[config.mk]
export PLATFORM = sky130hd
export DESIGN_NAME = redtin_readout_sequencer
export DESIGN_NICKNAME = d
export VERILOG_FILES = /design/src/rtl/redtin_readout_sequencer.sv
export SDC_FILE = /design/constraint.sdc
export NUM_CORES = 1
export LEC_CHECK = 0
export BUFFER_PORTS_ARGS = -buffer_cell sky130_fd_sc_hd__buf_2
export CAP_MARGIN = 15
export CELL_PAD_IN_SITES_DETAIL_PLACEMENT = 0
export CELL_PAD_IN_SITES_GLOBAL_PLACEMENT = 1
export CORE_MARGIN = 4
export CORE_UTILIZATION = 37
export CTS_CLUSTER_DIAMETER = 30
export DETAILED_ROUTE_END_ITERATION = 10
export PLACE_DENSITY = 0.78
export SYNTH_ARGS = -nofsm -noshare
export SYNTH_HDL_FRONTEND = slang
export SYNTH_SLANG_ARGS = --single-unit
[constraint.sdc]
create_clock -name clk -period 4.2 [get_ports clk]
set_input_delay 0.21 -clock clk [delete_from_list [all_inputs] [get_ports clk]]
set_output_delay 0.21 -clock clk [all_outputs]
set_load 0.1 [all_outputs]
[src/rtl/redtin_readout_sequencer.sv]
// Readout sequencer for the Red Tin capture core: dumps the frozen buffer MSB-byte-first
// over a byte valid/ready link behind a sync byte, then re-arms the core.
module redtin_readout_sequencer #(
    parameter int unsigned DATA_WIDTH   = 128,
    parameter int unsigned ADDR_WIDTH   = 9,
    parameter int unsigned READ_LATENCY = 2,
    parameter logic [7:0]  SYNC_BYTE    = 8'h5A
) (
    input  logic                  clk,
    input  logic                  reset,
    input  logic                  start,
    input  logic                  la_done,
    input  logic [DATA_WIDTH-1:0] la_read_data,
    output logic [ADDR_WIDTH-1:0] la_read_addr,
    output logic                  la_reset,
    output logic [7:0]            tx_data,
    output logic                  tx_valid,
    input  logic                  tx_ready,
    output logic                  busy
);

    localparam int unsigned NumBytes = DATA_WIDTH / 8;
    localparam int unsigned ByteW    = (NumBytes > 1) ? $clog2(NumBytes) : 1;
    localparam int unsigned CntW     = $clog2(READ_LATENCY + 1);

    localparam logic [ByteW-1:0] LastByte  = ByteW'(NumBytes - 1);
    // Data is sampled on the READ_LATENCY-th edge after the address changes.
    localparam logic [CntW-1:0]  FetchLoad = CntW'(READ_LATENCY - 1);

    localparam logic [2:0] StIdle  = 3'd0;
    localparam logic [2:0] StWait  = 3'd1;
    localparam logic [2:0] StHdr   = 3'd2;
    localparam logic [2:0] StFetch = 3'd3;
    localparam logic [2:0] StSend  = 3'd4;
    localparam logic [2:0] StRearm = 3'd5;

    logic [2:0]            state_q, state_d;
    logic [ADDR_WIDTH-1:0] addr_q, addr_d;
    logic                  la_reset_q, la_reset_d;
    logic [7:0]            tx_data_q, tx_data_d;
    logic                  tx_valid_q, tx_valid_d;
    logic                  busy_q, busy_d;
    logic [DATA_WIDTH-1:0] shift_q, shift_d;
    logic [ByteW-1:0]      byte_idx_q, byte_idx_d;
    logic [CntW-1:0]       cnt_q, cnt_d;
    logic                  accept;

    assign accept = tx_valid_q & tx_ready;

    always_comb begin
        state_d    = state_q;
        addr_d     = addr_q;
        la_reset_d = la_reset_q;
        tx_data_d  = tx_data_q;
        tx_valid_d = tx_valid_q;
        shift_d    = shift_q;
        byte_idx_d = byte_idx_q;
        cnt_d      = cnt_q;

        case (state_q)
            StIdle: begin
                if (start) begin
                    state_d = StWait;
                end
            end
            StWait: begin
                if (la_done) begin
                    state_d    = StHdr;
                    addr_d     = '0;
                    tx_data_d  = SYNC_BYTE;
                    tx_valid_d = 1'b1;
                end
            end
            StHdr: begin
                if (accept) begin
                    tx_valid_d = 1'b0;
                    cnt_d      = FetchLoad;
                    state_d    = StFetch;
                end
            end
            StFetch: begin
                if (cnt_q == '0) begin
                    shift_d    = la_read_data;
                    tx_data_d  = la_read_data[DATA_WIDTH-1 -: 8];
                    tx_valid_d = 1'b1;
                    byte_idx_d = '0;
                    state_d    = StSend;
                end else begin
                    cnt_d = cnt_q - 1'b1;
                end
            end
            StSend: begin
                if (accept) begin
                    if (byte_idx_q == LastByte) begin
                        tx_valid_d = 1'b0;
                        if (&addr_q) begin
                            la_reset_d = 1'b1;
                            state_d    = StRearm;
                        end else begin
                            addr_d  = addr_q + 1'b1;
                            cnt_d   = FetchLoad;
                            state_d = StFetch;
                        end
                    end else begin
                        shift_d    = shift_q << 8;
                        tx_data_d  = shift_d[DATA_WIDTH-1 -: 8];
                        byte_idx_d = byte_idx_q + 1'b1;
                    end
                end
            end
            StRearm: begin
                // Hold the re-arm request until the core acknowledges by dropping done.
                if (!la_done) begin
                    la_reset_d = 1'b0;
                    addr_d     = '0;
                    cnt_d      = '0;
                    state_d    = start ? StWait : StIdle;
                end
            end
            default: begin
                state_d = StIdle;
            end
        endcase

        busy_d = (state_d != StIdle);
    end

    always_ff @(posedge clk or posedge reset) begin
        if (reset) begin
            state_q    <= StIdle;
            addr_q     <= '0;
            la_reset_q <= 1'b0;
            tx_data_q  <= 8'h00;
            tx_valid_q <= 1'b0;
            busy_q     <= 1'b0;
            shift_q    <= '0;
            byte_idx_q <= '0;
            cnt_q      <= '0;
        end else begin
            state_q    <= state_d;
            addr_q     <= addr_d;
            la_reset_q <= la_reset_d;
            tx_data_q  <= tx_data_d;
            tx_valid_q <= tx_valid_d;
            busy_q     <= busy_d;
            shift_q    <= shift_d;
            byte_idx_q <= byte_idx_d;
            cnt_q      <= cnt_d;
        end
    end

    assign la_read_addr = addr_q;
    assign la_reset     = la_reset_q;
    assign tx_data      = tx_data_q;
    assign tx_valid     = tx_valid_q;
    assign busy         = busy_q;

endmodule

==> summary.md, run 1 <==
| Metric | Value |
|---|---|
| Final HPWL DP | `11600 um` |
| Syn Inst Count | `679` |
| Max clock buf depth | `2` |
| Vias | `5285` |
| Relative slew slack | `37.5%` |
| Antenna viol nets, final | `0` |
| CP endpoint | `la_read_addr[3]` |
| Worst setup SP type | `flop` |
| Net switching power | `2.21 mW` |
| Internal power | `3.58 mW` |
| PD cells | `682 nW/um^2` |
| Drt drc | `0` |
| Worst-skew pair later-pin latency | `0.41 ns` |
| Synth area leaders | `dfrtp_1 53%, mux2i_1 16%, nand2_1 6.8%` |
| Die ar. | `21400 um^2` |
| R2R setup slack | `1.47 ns` |
| Ports | `153` |
| Worst Path Required | `4.54 ns` |
| CP Data Arrival Time | `3.06 ns` |
| Final instance area | `8490 um^2` |
| Clock Sinks | `149` |
| Dominant cell type by area after synthesis | `dfrtp_1` |
| H-tree depth | `4` |
| Drt via density | `5.01` |
| Largest net degree at the start of global routing | `150` |
| WL/cell | `16.1 um` |
| Top-area cell type share of the netlist area | `52.7%` |
| I/O Buffers | `152` |
| RSZ-0062 raised after global routing | `no` |
| CP startpoint | `la_read_addr[0]` |
| First-pass iteration count of the detailed router | `4` |
| Ys Warns | `0` |
| Die Span Y | `146 um` |
| Async set-reset flop share out of synthesis | `100%` |
| R2r startpoint | `la_read_addr[0]` |
| Combinational power share | `34.2%` |
| Slew Limit Fails | `0` |
| CTS tree | `yes` |
| Synthesized area | `7080 um^2` |
| Net count after synthesis | `816` |
| Critical-path maximum fanout | `6` |
| Reg-to-Reg End | `la_read_addr[3]` |
| Synthesized area per cell | `10.4 um^2` |
| #FFs+latches synth | `149` |
| Sequential Power Share | `41.9%` |
| Final worst-path cycle share | `64.9%` |
| Tmin final | `2.73 ns` |
| Seq/Total Area, Yosys | `52.7%` |
| Number of synthesized flops with an enable pin | `0` |
| Highest clock rate | `367 MHz` |
| Clock skew | `0.00750 ns` |
| Setup Viol. Count Final | `0` |
| Post-CTS Setup Inserts | `0` |
| Initial detailed-routing violation count | `294` |
| Max VDD drop | `0.000290 V` |
| Layout cell share with drive strength beyond 1 | `23.8%` |
| Most frequent cells in the layout | `152 x buf_2, 149 x dfrtp_1, 129 x nand2_1` |
| Worst Reg-to-Reg Cells | `9` |
| Hold Vio Cnt, Final | `0` |
| HP Class | `in -> reg` |
| Most common cell after layout, fill and taps aside | `buf_2` |
| Post-layout util | `45.3%` |
| Clock power frac | `23.9%` |
| Total wire length | `17000 um` |
| # Max-Cap Violations | `0` |
| GRT overflow | `0` |
| Crit path kind | `reg -> reg` |
| Status | `completed` |
| Tot GR Track Use | `16.1%` |
| Clock buffer count from CTS | `17` |
| Vias in the first global route | `5171` |
| Critical Path Sink Type | `flop` |
| Effective utilization at floorplan | `37.7%` |
| Placed inst area | `7970 um^2` |
| Sw frac | `38.2%` |
| Die width | `146 um` |
| Unique masters post-synth | `55` |
| Lkg Pwr | `4.22 nW` |
| Synth Flop Type | `dfrtp_1` |
| Rows | `50` |
| Core area | `18800 um^2` |
| Clk pin slew, worst setup/hold paths | `0.06 ns` |
| First-pass GRT wire length | `27500 um` |
| Diode count | `0` |
| CTS root buf | `clkbuf_16` |
| Layout Nets | `947` |
| Placer Congestion | `0.794` |
| Setup Total Neg Slack | `0 ns` |
| Worst Tran Pin Value | `0.937 ns` |
| Initial antenna violation count | `1` |
| Area grow syn2layout | `20.0%` |
flip-flops by register name, indices dropped and copies added (netlist names):
signal / cells
la_reset: 1
busy: 1
byte_idx_q: 4
shift_q: 120
tx_data: 8
tx_valid: 1
state_q: 3
la_read_addr: 9
cnt_q: 2
synthesized netlist by cell type, types with 2 or more instances:
library cell    n
a31oi_1         9
ha_1            4
nor2_1         12
buf_6           5
a22oi_1         8
o31ai_1         2
buf_4           7
dfrtp_1       149
a21oi_1        10
nand4_1         2
o21ai_0        63
nand3b_1        2
inv_1           5
o21bai_1        3
mux2i_1       116
nor3_1          2
a21oi_2         2
and3_1          5
and3b_1         3
buf_2          17
a41oi_1         2
nand2b_1        2
nand3_1         2
o21ai_1        62
nor2b_1         2
nand2_1       129
clkbuf_1       17
nor4_1          2
a22o_1          9
how the worst min path moves through the flow:
stage                                from    endpoint  slack, ns  cells past startpoint
after global placement    la_read_data[0]  shift_q[0]       0.44                      2
after floorplan           la_read_data[0]  shift_q[0]       0.35                      1
after global routing      la_read_data[5]  shift_q[5]      0.002                      2
final                     la_read_data[2]  shift_q[2]       0.02                      2
after detailed placement  la_read_data[3]  shift_q[3]       0.44                      2
after CTS                 la_read_data[3]  shift_q[3]      0.004                      2
area by class of cell:
class	instances	area, um^2
Clock buffer	24	462
Clock inverter	6	55.1
Fill cell	1826	10300
Inverter	5	22.5
Multi-Input combinational cell	477	3070
Sequential cell	149	3730
Tap cell	234	293
Timing Repair Buffer	160	861
layer usage:
| metal | vias to the layer above | share of wire (%) | track usage, % |
|---|---|---|---|
| li1 | 2668 | - | - |
| met1 | 2488 | 48 | 22.6 |
| met2 | 110 | 46 | 24.3 |
| met3 | 17 | 4.6 | 4.93 |
| met4 | 2 | 1.2 | 4.19 |
| met5 | - | 0.12 | 0 |
timing repair:
action,4_1_cts,5_1_grt
gates resized for setup,0,0
hold buffers,1,0
hold endpoints to repair,1,0
logic make-up after synthesis:
kind of cell | share of synthesized area, %
compound gates | 15.3
simple gates | 10.7
flops | 52.7
mux | 16.6
buf+inv | 4.03
fa+ha+maj | 0.707
stage by stage:
stage                     total power, mW  hold slack [ns]  std cells  worst slack (ns)
after floorplan                      4.01            0.350        679              1.25
after global placement               4.40            0.436       1024              1.46
after detailed placement             4.46            0.440       1024              1.46
after CTS                            5.87          0.00372       1055              1.45
after global routing                 6.23          0.00206       1055              1.19
final                                5.79           0.0211       1055              1.47
worst max-delay path, stage by stage (launching register included):
cell	delay (ns)
dfrtp_1	0.43
ha_1	0.24
and3_1	0.21
and3_1	0.21
and3_1	0.19
ha_1	0.23
nand3b_1	0.23
nor3_1	0.53
a41oi_1	0.21
a31oi_1	0.16
power groups by stage:
stage                     clock network (mW)  logic (mW)  registers [mW]
after floorplan                            0        1.39            2.62
after global placement                     0        1.97            2.44
after detailed placement                   0        2.00            2.45
after CTS                               1.42        2.01            2.43
after global routing                    1.48        2.23            2.51
final                                   1.39        1.98            2.43
(Power assumes the default switching activity.)
==> run 2, diff against run 1 <==
--- a/config.mk
+++ b/config.mk
@@ -13,7 +13,7 @@
 export CORE_UTILIZATION = 37
 export CTS_CLUSTER_DIAMETER = 30
 export DETAILED_ROUTE_END_ITERATION = 10
-export PLACE_DENSITY = 0.78
+export PLACE_DENSITY = 0.76
 export SYNTH_ARGS = -nofsm -noshare
 export SYNTH_HDL_FRONTEND = slang
 export SYNTH_SLANG_ARGS = --single-unit
==> constraint.sdc (replaced) <==
create_clock -name clk -period 2.8 [get_ports clk]
set_input_delay 0.14 -clock clk [delete_from_list [all_inputs] [get_ports clk]]
set_output_delay 0.14 -clock clk [all_outputs]
set_load 0.1 [all_outputs]
==> run 2 against run 1 <==
The run now ends with negative hold slack left; clock power increased by 57%; sequential power increased by 49%; final cell count increased by 6.1%; critical path depth unchanged; largest cell class unchanged; highest routed layer unchanged.
==> summary.md, run 2 (synthesis gave the netlist of run 1 again) <==
| Metric | Value |
|---|---|
| Status | `finished with violations` |
| Failing checks | `negative hold slack` |
| PD cells | `966 nW/um^2` |
| Flip-flop and latch area | `3730 um^2` |
| Critical Path Sink Type | `flop` |
| Ports | `153` |
| Post_cts resized | `0` |
| Initial detailed-routing violation count | `300` |
| Initial antenna violation count | `1` |
| Sw frac | `38.2%` |
| Hold Vio Cnt, Final | `52` |
| FILL cells | `1761` |
| Slew Limit Fails | `0` |
| Post-CTS Setup Inserts | `0` |
| RSZ-0062 raised after global routing | `no` |
| Drt via density | `4.96` |
| Die width | `146 um` |
| Antenna viol nets, final | `0` |
| CP Data Arrival Time | `2.85 ns` |
| Worst Tran Pin Value | `0.828 ns` |
| Core area | `18800 um^2` |
| Setup Viol. Count Final | `0` |
| Diode count | `0` |
| First-pass GRT wire length | `28300 um` |
| First-pass iteration count of the detailed router | `4` |
| Vias | `5554` |
| # Max-Cap Violations | `0` |
| Max VDD drop | `0.000454 V` |
| Most common cell after layout, fill and taps aside | `buf_2` |
| I/O Buffers | `152` |
| Layout Nets | `1010` |
| Lkg Pwr | `4.50 nW` |
| Area grow syn2layout | `29.8%` |
| CP startpoint | `la_read_addr[0]` |
| Effective utilization at floorplan | `37.7%` |
| Vias in the first global route | `5563` |
| Internal power | `5.49 mW` |
| CTS tree | `yes` |
| Sequential Power Share | `40.8%` |
| Net switching power | `3.39 mW` |
| Drt drc | `0` |
| Die Span Y | `146 um` |
| Worst-skew pair later-pin latency | `0.42 ns` |
| Final HPWL DP | `11500 um` |
| Clock Sinks | `149` |
| Max reg flops | `120` |
| Crit path kind | `reg -> reg` |
| H-tree depth | `4` |
| Combinational power share | `34.6%` |
| Largest net degree at the start of global routing | `150` |
| Critical-path maximum fanout | `6` |
| R2r startpoint | `la_read_addr[0]` |
| Setup Total Neg Slack | `0 ns` |
| Worst setup SP type | `flop` |
| GRT overflow | `0` |
| Layout cell share with drive strength beyond 1 | `23.3%` |
| Rows | `50` |
| Total wire length | `17300 um` |
| Fin Hold WS | `-0.0827 ns` |
| Worst Path Required | `3.11 ns` |
| Clock power frac | `24.6%` |
| Clock buffer count from CTS | `17` |
| Most flop-heavy register | `shift_q` |
| Multi-input logic area | `3070 um^2` |
| Clk pin slew, worst setup/hold paths | `0.06 ns` |
| CTS root buf | `clkbuf_16` |
| WL/cell | `15.5 um` |
| Tot GR Track Use | `16.4%` |
| Clock skew | `0.00731 ns` |
| Die ar. | `21400 um^2` |
| Highest clock rate | `393 MHz` |
| HP Class | `in -> async` |
| Final worst-path cycle share | `90.8%` |
| Relative slew slack | `44.8%` |
| Tmin final | `2.54 ns` |
| Most frequent cells in the layout | `152 x buf_2, 147 x dfrtp_1, 129 x nand2_1` |
| Placer Congestion | `0.791` |
| Max clock buf depth | `2` |
## run 2: cell count changes in the layout (fill, tap and decap cells not counted), sizes merged
| cell | delta |
|---|---|
| inv | +1 |
| clkinvlp | +3 |
| buf | +3 |
| clkinv | +1 |
| dlygate4sd3 | +60 |
| clkbuf | -4 |
## run 2: cell type report
cell class                      count  share of cell area, %
Clock buffer                       20                   4.97
Inverter                            5                  0.245
Sequential cell                   149                   40.6
Timing Repair Buffer              223                   16.4
Clock inverter                     11                   1.12
Multi-Input combinational cell    477                   33.4
Tap cell                          234                   3.19
## run 2: timing repair
item                                   CTS  global route
hold buffers                            61             0
setup endpoints to repair                0             0
endpoints found under the hold margin   61             0
## run 2: power by group through the flow
stage	Sequential [mW]	Clock, mW	Combinational [mW]
5_1_grt	3.73	2.34	3.45
6_report	3.62	2.18	3.07
2_1_floorplan	3.93	0	2.09
4_1_cts	3.63	2.25	3.12
3_3_place_gp	3.64	0	2.99
3_5_place_dp	3.66	0	3.05
## run 2: path summary, 6_finish.rpt
kind,to,slack [ns],depth (start not counted)
worst max register to register,la_read_addr[7],0.26,9
max in group asynchronous,la_read_addr[1],2.19,3
worst max-delay path,la_read_addr[7],0.26,9
worst min register to register,cnt_q[1],0.48,1
worst min-delay path,shift_q[61],-0.08,3
min in group clk,shift_q[81],0.01,3
## run 2: per-layer routing
metal / routed length, um / track usage [%] / share of wire (%)
met1: 8120 / 22.0 / 47
met5: 7 / 0 / 0.040
met2: 8160 / 26.2 / 47
met4: 243 / 5.22 / 1.4
met3: 801 / 4.13 / 4.6
## run 2: stage by stage
step           power, mW  util [%]  std cells  cell area (um^2)  setup WS, ns
2_1_floorplan       6.02         -        679              7080        0.0908
3_3_place_gp        6.63      42.7       1027              8020         0.292
3_5_place_dp        6.71      42.7       1027              8020         0.259
4_1_cts             9.00      48.9       1119              9190         0.249
5_1_grt             9.52      48.9       1119              9190        0.0294
6_report            8.87      48.9       1119              9190         0.258
## run 2: critical path, cell delays in order, from the launching register on
cell      delay [ns]
dfrtp_2         0.44
ha_1            0.23
and3_1          0.21
and3_1          0.21
and3_1          0.19
ha_1            0.21
nand3b_1        0.23
nor4_1          0.37
nor2_1          0.09
a221o_1         0.26
==> run 3, diff against run 2 <==
--- a/config.mk
+++ b/config.mk
@@ -13,6 +13,7 @@
 export CORE_UTILIZATION = 37
 export CTS_CLUSTER_DIAMETER = 30
 export DETAILED_ROUTE_END_ITERATION = 10
+export GPL_TIMING_DRIVEN = 0
 export PLACE_DENSITY = 0.76
 export SYNTH_ARGS = -nofsm -noshare
 export SYNTH_HDL_FRONTEND = slang
==> constraint.sdc (replaced) <==
create_clock -name clk -period 2.5 [get_ports clk]
set_input_delay 0.75 -clock clk [delete_from_list [all_inputs] [get_ports clk]]
set_output_delay 0.75 -clock clk [all_outputs]
set_load 0.1 [all_outputs]
==> run 3 against run 2 <==
Largest cell class unchanged; highest routed layer is now met4; sequential share of layout area is 1.5 points higher; combinational power is 21% higher; setup slack worse by 0.070 ns; first-iteration DRC count is 11% lower; sequential cell count stayed put; largest power group unchanged; the run now ends clean; power is 16% higher.
==> summary.md, run 3 (synthesis gave the netlist of run 1 again) <==
| Metric | Value |
|---|---|
| Max clock buf depth | `2` |
| Die Span Y | `146 um` |
| R2R setup slack | `0.19 ns` |
| Worst setup SP type | `flop` |
| Tot GR Track Use | `18.2%` |
| Crit path depth | `9` |
| Effective utilization at floorplan | `37.7%` |
| Layout cell share with drive strength beyond 1 | `27.6%` |
| CTS root buf | `clkbuf_16` |
| Layout Nets | `993` |
| Max reg flops | `120` |
| Worst Path Required | `2.79 ns` |
| Tmin final | `2.31 ns` |
| PD cells | `1160 nW/um^2` |
| Rows | `50` |
| Clock buffer count from CTS | `17` |
| Status | `completed` |
| Final worst-path cycle share | `92.5%` |
| Area grow syn2layout | `25.3%` |
| Critical Path Slowest Stage Cell | `dfrtp_2` |
| Worst Reg-to-Reg Cells | `9` |
| WL/cell | `17.2 um` |
| CP endpoint | `la_read_addr[5]` |
| Total power | `10.3 mW` |
| Max VDD drop | `0.000484 V` |
| Critical-path maximum fanout | `6` |
| HP Class | `in -> async` |
| Crit path kind | `reg -> reg` |
| Most frequent CP cell | `and3_4` |
| Dpl cells | `1069` |
| CP bufs+invs | `0` |
| Drt drc | `0` |
| Initial detailed-routing violation count | `266` |
| Most common cell after layout, fill and taps aside | `buf_2` |
| Clock Sinks | `149` |
| Total wire length | `19000 um` |
| Reg-to-Reg End | `la_read_addr[5]` |
| First-pass iteration count of the detailed router | `6` |
| H-tree depth | `4` |
| Max incr delay on CP | `0.45 ns` |
| Setup Total Neg Slack | `0 ns` |
| GRT overflow | `0` |
| Lkg Pwr | `4.37 nW` |
| Placed inst area | `8260 um^2` |
| Slew Limit Fails | `0` |
| CP startpoint | `la_read_addr[0]` |
| Ports | `153` |
| Antenna viol nets, final | `0` |
| Critical Path Sink Type | `flop` |
| Initial antenna violation count | `2` |
| Largest net degree at the start of global routing | `39` |
| Setup Viol. Count Final | `0` |
| Final instance area | `8870 um^2` |
| Most flop-heavy register | `shift_q` |
| Die width | `146 um` |
| Hold Vio Cnt, Final | `0` |
| Hold-fix buffers at CTS | `0` |
| Worst Tran Pin Value | `0.775 ns` |
| Vias | `5651` |
| Critical path's top delay family | `simple AND/OR/NAND/NOR gates` |
| Non-filler cells, final | `1103` |
| Relative slew slack | `48.3%` |
| Clock skew | `0.00618 ns` |
| Die ar. | `21400 um^2` |
| Vias in the first global route | `5918` |
| # Max-Cap Violations | `0` |
| Highest clock rate | `432 MHz` |
| Final HPWL DP | `14100 um` |
| R2r startpoint | `la_read_addr[0]` |
| Placer Congestion | `0.781` |
| Worst slack, placed | `0.0542 ns` |
| I/O Buffers | `152` |
| CTS tree | `yes` |
| CP Data Arrival Time | `2.60 ns` |
| Setup WS post-layout | `0.188 ns` |
| First-pass GRT wire length | `31200 um` |
| RSZ-0062 raised after global routing | `no` |
| Clk pin slew, worst setup/hold paths | `0.06 ns` |
| Drt via density | `5.12` |
| Worst-skew pair later-pin latency | `0.42 ns` |
| Most frequent cells in the layout | `169 x buf_2, 144 x dfrtp_1, 129 x nand2_1` |
| Critical path cell sequence | `ha_4 -> and3_4 -> and3_4 -> and3_4 -> ha_2 -> nand3b_1 -> or3_1 -> o21ai_1 -> a31oi_1` |
| Core area | `18800 um^2` |
-- run 3: worst min-delay path by stage --
stage | start | endpoint | slack, ns | cells past startpoint
4_1_cts | reset | shift_q[98] | 0.40 | 2
5_1_grt | reset | shift_q[98] | 0.41 | 2
3_3_place_gp | cnt_q[1] | cnt_q[1] | 0.46 | 1
6_report | reset | shift_q[98] | 0.39 | 2
3_5_place_dp | shift_q[84] | shift_q[84] | 0.47 | 2
2_1_floorplan | shift_q[100] | shift_q[100] | 0.45 | 2
-- run 3: stage by stage --
step           hold slack [ns]  util [%]
3_3_place_gp             0.458      43.6
4_1_cts                  0.404      47.1
2_1_floorplan            0.450         -
5_1_grt                  0.410      47.3
3_5_place_dp             0.470      44.0
6_report                 0.394      47.3
-- run 3: repair_timing --
action | in CTS | in global routing
setup endpoints to repair | 0 | 17
buffers inserted | 0 | 2
endpoints found under the hold margin | 0 | 0
gates resized for setup | 0 | 3
-- run 3: cell type report --
class                           count  area [um^2]
Antenna cell                        2         5.00
Clock inverter                     10          134
Fill cell                        1808         9900
Multi-Input combinational cell    477         3110
Buffer                             48          268
Inverter                            5         22.5
Clock buffer                       20          437
Timing Repair Buffer              158          868
Tap cell                          234          293
Sequential cell                   149         3730
-- run 3: power by group --
part / internal (mW) / switching (mW) / total, mW
Clock: 1.55 / 0.995 / 2.55
Combinational: 1.38 / 2.35 / 3.73
Sequential: 3.42 / 0.587 / 4.01
Total: 6.35 / 3.93 / 10.3
-- run 3: routing by layer --
layer	share of wire (%)	global-route usage [%]	up-vias	routed length, um
met5	0	0	-	0
met4	1.1	5.22	0	204
met3	4.4	4.13	16	837
met2	46	28.4	136	8680
met1	49	25.4	2734	9290
li1	-	-	2765	-
